==> src/rtl/proc_pkg.sv <==
// proc_pkg: shared constants for the processor step controller.
// Holds the opcode map, the 2-bit step encoding and the IR field positions.
package proc_pkg;

    // Step encoding; all four 2-bit codes are legal steps.
    typedef enum logic [1:0] {
        T0 = 2'd0,
        T1 = 2'd1,
        T2 = 2'd2,
        T3 = 2'd3
    } state_t;

    localparam logic [2:0] OP_MV   = 3'b000;
    localparam logic [2:0] OP_MVI  = 3'b001;
    localparam logic [2:0] OP_ADD  = 3'b010;
    localparam logic [2:0] OP_SUB  = 3'b011;
    localparam logic [2:0] OP_MVNZ = 3'b100;

    // IR layout: [8:6] opcode, [5:3] X (destination), [2:0] Y (source)
    localparam int OP_MSB = 8;
    localparam int OP_LSB = 6;
    localparam int X_MSB  = 5;
    localparam int X_LSB  = 3;
    localparam int Y_MSB  = 2;
    localparam int Y_LSB  = 0;

endpackage

==> src/rtl/proc_control_if.sv <==
// proc_control_if: instruction/run inputs and datapath control strobes.
// The controller uses the slave view; whoever drives Run/IR uses master.
interface proc_control_if;

    logic       Run;
    logic [8:0] IR;
    logic       Gnz;

    logic       IRin;
    logic [7:0] Rout;
    logic       Gout;
    logic       DINout;
    logic [7:0] Rin;
    logic       Ain;
    logic       Gin;
    logic       AddSub;
    logic       Done;

    modport master (
        output Run, IR, Gnz,
        input  IRin, Rout, Gout, DINout, Rin, Ain, Gin, AddSub, Done
    );

    modport slave (
        input  Run, IR, Gnz,
        output IRin, Rout, Gout, DINout, Rin, Ain, Gin, AddSub, Done
    );

endinterface

==> src/rtl/proc_control_dec3to8.sv <==
// dec3to8: 3-bit index to one-hot 8-bit register select.
module dec3to8 (
    input  logic [2:0] i_sel,
    output logic [7:0] o_onehot
);

    // Exactly one output bit set for every index value.
    always_comb begin
        o_onehot = 8'b0000_0001 << i_sel;
    end

endmodule

==> src/rtl/proc_control.sv <==
// proc_control: four-step controller for a small bus-based processor.
// Only the step is registered; every strobe is decoded from step, IR and Gnz.
// Optional feature: define PROC_CTRL_MVNZ_EN to make opcode 100 a
// move-if-G-nonzero; otherwise opcode 100 is a no-op and Gnz is ignored.
//
// state | meaning
// T0    | idle / fetch: IRin follows Run, advance on Run
// T1    | first execute step (mv, mvi, mvnz, no-op finish here)
// T2    | add/sub: second operand onto bus, ALU result into G
// T3    | add/sub: G written back to Rx, Done
module proc_control
    import proc_pkg::*;
(
    input  logic           Clock,
    input  logic           Reset,
    proc_control_if.slave  bus
);

    state_t     r_state;
    state_t     w_state_next;

    logic [2:0] w_op;
    logic [2:0] w_x;
    logic [2:0] w_y;
    logic [7:0] w_x_dec;
    logic [7:0] w_y_dec;
    logic       w_is_addsub;

    logic       w_irin;
    logic [7:0] w_rout;
    logic       w_gout;
    logic       w_dinout;
    logic [7:0] w_rin;
    logic       w_ain;
    logic       w_gin;
    logic       w_addsub;
    logic       w_done;

    assign w_op = bus.IR[OP_MSB:OP_LSB];
    assign w_x  = bus.IR[X_MSB:X_LSB];
    assign w_y  = bus.IR[Y_MSB:Y_LSB];

    assign w_is_addsub = (w_op == OP_ADD) || (w_op == OP_SUB);

`ifndef PROC_CTRL_MVNZ_EN
    logic w_unused_gnz;
    assign w_unused_gnz = bus.Gnz;
`endif

    dec3to8 u_dec_x (
        .i_sel    (w_x),
        .o_onehot (w_x_dec)
    );

    dec3to8 u_dec_y (
        .i_sel    (w_y),
        .o_onehot (w_y_dec)
    );

    // Step register; reset abandons any instruction in flight.
    always_ff @(posedge Clock or posedge Reset) begin
        if (Reset) begin
            r_state <= T0;
        end else begin
            r_state <= w_state_next;
        end
    end

    // Step sequencing: only add/sub go past T1; Run matters only in T0.
    always_comb begin
        w_state_next = T0;
        case (r_state)
            T0:      w_state_next = bus.Run ? T1 : T0;
            T1:      w_state_next = w_is_addsub ? T2 : T0;
            T2:      w_state_next = T3;
            T3:      w_state_next = T0;
            default: w_state_next = T0;
        endcase
    end

    // Strobe decode; a single bus source is selected in every branch.
    always_comb begin
        w_irin   = 1'b0;
        w_rout   = 8'h00;
        w_gout   = 1'b0;
        w_dinout = 1'b0;
        w_rin    = 8'h00;
        w_ain    = 1'b0;
        w_gin    = 1'b0;
        w_addsub = 1'b0;
        w_done   = 1'b0;
        case (r_state)
            T0: begin
                w_irin = bus.Run;
            end
            T1: begin
                case (w_op)
                    OP_MV: begin
                        w_rout = w_y_dec;
                        w_rin  = w_x_dec;
                        w_done = 1'b1;
                    end
                    OP_MVI: begin
                        w_dinout = 1'b1;
                        w_rin    = w_x_dec;
                        w_done   = 1'b1;
                    end
                    OP_ADD, OP_SUB: begin
                        w_rout = w_x_dec;
                        w_ain  = 1'b1;
                    end
`ifdef PROC_CTRL_MVNZ_EN
                    OP_MVNZ: begin
                        w_rout = w_y_dec;
                        w_rin  = bus.Gnz ? w_x_dec : 8'h00;
                        w_done = 1'b1;
                    end
`endif
                    default: begin
                        w_done = 1'b1;
                    end
                endcase
            end
            T2: begin
                if (w_is_addsub) begin
                    w_rout   = w_y_dec;
                    w_gin    = 1'b1;
                    w_addsub = (w_op == OP_SUB);
                end
            end
            T3: begin
                // Done is unconditional so the machine always closes out.
                w_done = 1'b1;
                if (w_is_addsub) begin
                    w_gout = 1'b1;
                    w_rin  = w_x_dec;
                end
            end
            default: begin
                w_irin = 1'b0;
            end
        endcase
    end

    assign bus.IRin   = w_irin;
    assign bus.Rout   = w_rout;
    assign bus.Gout   = w_gout;
    assign bus.DINout = w_dinout;
    assign bus.Rin    = w_rin;
    assign bus.Ain    = w_ain;
    assign bus.Gin    = w_gin;
    assign bus.AddSub = w_addsub;
    assign bus.Done   = w_done;

endmodule

==> src/flat_wrapper.sv <==
// flat-port wrapper written by rule: the top's interface ports become plain ports
module proc_control_flat import proc_pkg::*;
  (Clock, Reset, bus_Run, bus_IR, bus_Gnz, bus_IRin, bus_Rout, bus_Gout, bus_DINout, bus_Rin, bus_Ain, bus_Gin, bus_AddSub, bus_Done);
  proc_control_if bus_i ();
  input  logic Clock;
  input  logic Reset;
  input wire logic [$bits(bus_i.Run)-1:0] bus_Run;
  input wire logic [$bits(bus_i.IR)-1:0] bus_IR;
  input wire logic [$bits(bus_i.Gnz)-1:0] bus_Gnz;
  output wire logic [$bits(bus_i.IRin)-1:0] bus_IRin;
  output wire logic [$bits(bus_i.Rout)-1:0] bus_Rout;
  output wire logic [$bits(bus_i.Gout)-1:0] bus_Gout;
  output wire logic [$bits(bus_i.DINout)-1:0] bus_DINout;
  output wire logic [$bits(bus_i.Rin)-1:0] bus_Rin;
  output wire logic [$bits(bus_i.Ain)-1:0] bus_Ain;
  output wire logic [$bits(bus_i.Gin)-1:0] bus_Gin;
  output wire logic [$bits(bus_i.AddSub)-1:0] bus_AddSub;
  output wire logic [$bits(bus_i.Done)-1:0] bus_Done;
  assign bus_i.Run = bus_Run;
  assign bus_i.IR = bus_IR;
  assign bus_i.Gnz = bus_Gnz;
  assign bus_IRin = bus_i.IRin;
  assign bus_Rout = bus_i.Rout;
  assign bus_Gout = bus_i.Gout;
  assign bus_DINout = bus_i.DINout;
  assign bus_Rin = bus_i.Rin;
  assign bus_Ain = bus_i.Ain;
  assign bus_Gin = bus_i.Gin;
  assign bus_AddSub = bus_i.AddSub;
  assign bus_Done = bus_i.Done;
  proc_control u_core (.Clock(Clock), .Reset(Reset), .bus(bus_i));
endmodule
==> config.mk <==
export PLATFORM = sky130hd
export DESIGN_NAME = proc_control_flat
export DESIGN_NICKNAME = d
export VERILOG_FILES = /design/src/rtl/proc_pkg.sv /design/src/rtl/proc_control_if.sv /design/src/rtl/proc_control_dec3to8.sv /design/src/rtl/proc_control.sv /design/src/flat_wrapper.sv
export SDC_FILE = /design/constraint.sdc
export NUM_CORES = 1
export LEC_CHECK = 0
export BUFFER_PORTS_ARGS = -buffer_cell sky130_fd_sc_hd__buf_2
export CORE_AREA = 2 2 39 41
export CTS_CLUSTER_SIZE = 14
export DETAILED_ROUTE_END_ITERATION = 10
export DIE_AREA = 0 0 41 43
export PLACE_DENSITY_LB_ADDON = 0.15
export SYNTH_ARGS = -nofsm -noshare
export SYNTH_HDL_FRONTEND = slang
export SYNTH_SLANG_ARGS = --single-unit
==> constraint.sdc <==
create_clock -name Clock -period 1.6 [get_ports Clock]
set_input_delay 0.16 -clock Clock [delete_from_list [all_inputs] [get_ports Clock]]
set_output_delay 0.16 -clock Clock [all_outputs]
set_load 0.05 [all_outputs]
# Yosys cells after proc, flatten, opt, wreduce, memory -nomap -nowiden
# Index checks and enable logic that the tools add are counted.
[totals] input_bits=13 memories=0 mem_bits_ro=0 latchBits=0 ff_bits=2 output_inout_bits=23 word_cells=35 mem_bits_rw=0
[classes] order_cmp=0 n_mux=21 bitwise_logic=0 div=0 eq_ne=6 addsub=0 n_shift=2 n_mul=0 n_reduce_logical=5
[ops] cell="$pmux 8 s2" n=3
[ops] cell="$mux 8" n=3
[ops] cell="$shl 1x3->8 const A" n=2
[ops] cell="$mux 1" n=12
[ops] cell="$pmux 2 s4" n=1
[ops] cell="$eq 3x2->1 const B" n=2
[ops] cell="$eq 2x2->1 const B" n=2
[ops] cell="$reduce_or 2->1" n=2
[ops] cell="$eq 3x1->1 const B" n=1
[ops] cell="$logic_not 3->1" n=1
[ops] cell="$eq 2x1->1 const B" n=1
[ops] cell="$logic_not 2->1" n=1
[ops] cell="$mux 2" n=1
[ops] cell="$pmux 1 s2" n=1
[ops] cell="$logic_or 1x1->1" n=1

# Longest topological paths before layout
[logic_depth] word_depth=4 ltp_mapped=5 mapped_depth_nobuf=5

# Cells and area by module
# A second synthesis with hierarchy kept.
[hier_totals] cells_unflattened=63 area_unflattened_um2=520.5
[modules_own_cells] module="proc_control" area_per_inst_um2=390.4 instances=1 cells_each=47
[modules_own_cells] module="dec3to8" area_per_inst_um2=65.1 instances=2 cells_each=8

# Least setup slack after synthesis
# Ideal clock, no wire load.
[synth_timing] path_kind="register -> output" start="reg with a tool-made name" end="out bus_DINout" t_required_ns=1.440 t_arrival_ns=2.405 path_buffers=0 stages_incl_launch_ff=5 setup_slack_ns=-0.965 cell_sequence="dfrtp_1 -> inv_1 -> ha_1 -> inv_1 -> nor4b_1"
[synth_rtl] item="end, declared" line="flat_wrapper.sv:13" text="output wire logic [$bits(bus_i.DINout)-1:0] bus_DINout;"

==> out/qor.yml <==
tightestPinTransition_ns: 0.3887
htree_num_levels: 1
wl_um: 1822
rows: 14
critical_path.endpoint_type: "primary output"
grt_max_degree: 9
path_clk_slew_ns: 0.03
cts_buffers: 3
power_mw: 0.8432
timing.final.crit_share_pct: 118.8
final_hold_viol_count: 0
synth_area_um2: 449.2
hold_path_depth: 2
drv_slew: 0
die_x_um: 41
pin_count: 36
synth.yosys.seq_area_share_pct: 11.14
first_global_vias: 644
diodes: 0
drive_above_1_share_pct: 78.07
viasPerCell: 5.185
worstHoldPathType: "input port to flop"
cts.sinks: 2
die-area_um2: 1763
max_cap_violations: 0
crit_fanout: 4
antenna_found_initial: 0
area_growth_pct: 164.9
rsz0062_at_grt: "true"
hold_slack_ns: 0.2011
r2r_slack_ns: 0.32
dp.cells: 124
clk_path_buf_depth: 2
clock-root-buffer: "clkbuf_4"
grtUsageTotal_pct: 22.72
synth_nets: 83
grt_pass1_wl_um: 2739
timing.final.ws_setup_ns: -0.3008
final.fill_count: 66
post_drt_wl_per_cell_um: 14.02
dp_slack_ns: -0.2546
ys_ff_latch: 2
drtPass1Iterations: 4
ir_drop_uv: 508.1
outcome: "complete, but fails checks"
vias: 674
layout.cells.non_filler: 130
required_ns: 1.44
cts_tree: "yes"
ys_warn_count: 0
crit_type: "flop to primary output"
start_util_pct: 32.46
core_area_um2: 1384
place_hpwl_um: 1249
portBuffers: 34
fin_util_pct: 85.99
clkLatencyLatePin_ns: 0.23
detail_route.iter0.violations: 7
cp-start-kind: "flop"
fin_skew_ns: 0.005821
drc_errors: 0
setup_viol: 16
nets: 134
gp_congestion: 0.7122
maxSlewHeadroom_pct: 74.09
violations: "setup timing"
total_leakage_power_nw: 0.4704
ys_types: 25
fin_crit_ns: 1.901
clock.fmax_mhz: 526.1
dieHeight_um: 43
avgSynthCellArea_um2: 6.910
powerDensity_nw_per_um2: 708.6
overflow: 0
cp.arrival_ns: 1.74
synth_cells: 65
ff2ff_path_depth: 5
ant_nets: 0
==> worst paths after layout <==
kind / start / endpoint
min: bus_Run / u_core.r_state[0]
max: flop / bus_Rin[1]
min in group asynchronous: Reset / asynchronous set/reset pin
max in group asynchronous: Reset / u_core.r_state[0]
min reg2reg: u_core.r_state[0] / flop
max reg2reg: flop / u_core.r_state[0]
==> cell type report <==
type | instances | area (um^2) | share of cell area (%)
multi-input cells | 58 | 643.1 | 54.05
repair buffers | 47 | 435.4 | 36.59
flip-flops and latches | 2 | 51.30 | 4.311
clock buffers | 3 | 22.52 | 1.893
well taps | 16 | 20.02 | 1.682
inverters | 4 | 17.52 | 1.472
==> layout by cell type (no fill, tap or decap), types with 2 or more instances in the layout <==
cell / synthesis / layout
nor2_4: 0 / 4
buf_2: 1 / 14
nand4_1: 2 / 2
ha_4: 0 / 3
o22ai_4: 0 / 7
clkbuf_4: 0 / 3
inv_2: 0 / 2
nor2_2: 0 / 4
buf_6: 0 / 20
nand2b_1: 2 / 2
buf_8: 0 / 2
buf_4: 0 / 8
buf_12: 0 / 2
nand3_1: 6 / 4
and2_1: 4 / 4
nand2_2: 0 / 4
nor2b_1: 3 / 2
nor4b_4: 0 / 2
nand3_2: 0 / 2
==> cell families (layout without fill, tap and decap cells) <==
group | count (synthesis) | after routing | synth area share (%)
mux | 2 | 2 | 5.014
simple gates | 40 | 40 | 49.86
fa+ha+maj | 5 | 5 | 13.93
flops | 2 | 2 | 11.14
compound gates | 11 | 11 | 15.60
buf+inv | 5 | 54 | 4.455
==> routing by layer <==
layer	wire length [um]	vias to the layer above	GRT usage [%]	share of wire [%]
met5	0	-	0	0
li1	-	338	-	-
met3	76	2	4.188	4.2
met1	649	314	25.16	36
met4	10	0	12.67	0.55
met2	1085	20	37.81	60
==> worst max-delay path, cell delays in order (launching register included) <==
cell and delay, ns:
dfrtp_1 0.37, inv_2 0.10, ha_4 0.15, mux2_4 0.15, or3b_4 0.45, nor2_4 0.12, buf_8 0.15
==> what timing repair did <==
action	4_1_cts	5_1_grt
hold buffers	1	0
setup endpoints to repair	21	21
gates resized for setup	48	17
endpoints found under the hold margin	2	0
pin swaps	2	14
buffers inserted	1	2
==> power by group <==
group | total, mW | internal, mW | switching, mW
registers | 0.0886 | 0.0655 | 0.0231
clock network | 0.111 | 0.0827 | 0.0287
logic | 0.643 | 0.288 | 0.355
total | 0.843 | 0.437 | 0.407
==> cells in the mapped netlist <==
library cell  number  share of area (%)
nor4b_1            2                3.9
inv_1              4                3.3
and2b_1            1                1.7
and2_1             4                5.6
buf_2              1                1.1
nor2_1             9                7.5
mux2_2             1                2.5
o21ai_0            2                2.2
dfrtp_1            2                 11
or2_2              1                1.4
ha_1               5                 14
nand3_1            6                6.7
nor2b_1            3                4.2
and4b_1            1                2.2
o22ai_1            7                9.7
and3_1             1                1.4
nand4b_1           1                2.0
nand2_1            5                4.2
nand2b_1           2                2.8
o21bai_1           1                1.7
mux2_1             1                2.5
or3b_1             1                2.0
nand4_1            2                2.8
a21oi_2            1                2.0
nand3b_1           1                1.7
==> through the flow <==
step	area (um^2)	TNS, ns
CTS	1105	-3.588
detailed placement	930.9	-2.012
floorplan	658.1	-1.686
global placement	930.9	-1.600
finish	1190	-3.728
global route	1190	-4.845
Power figures use the tool's default switching activity.
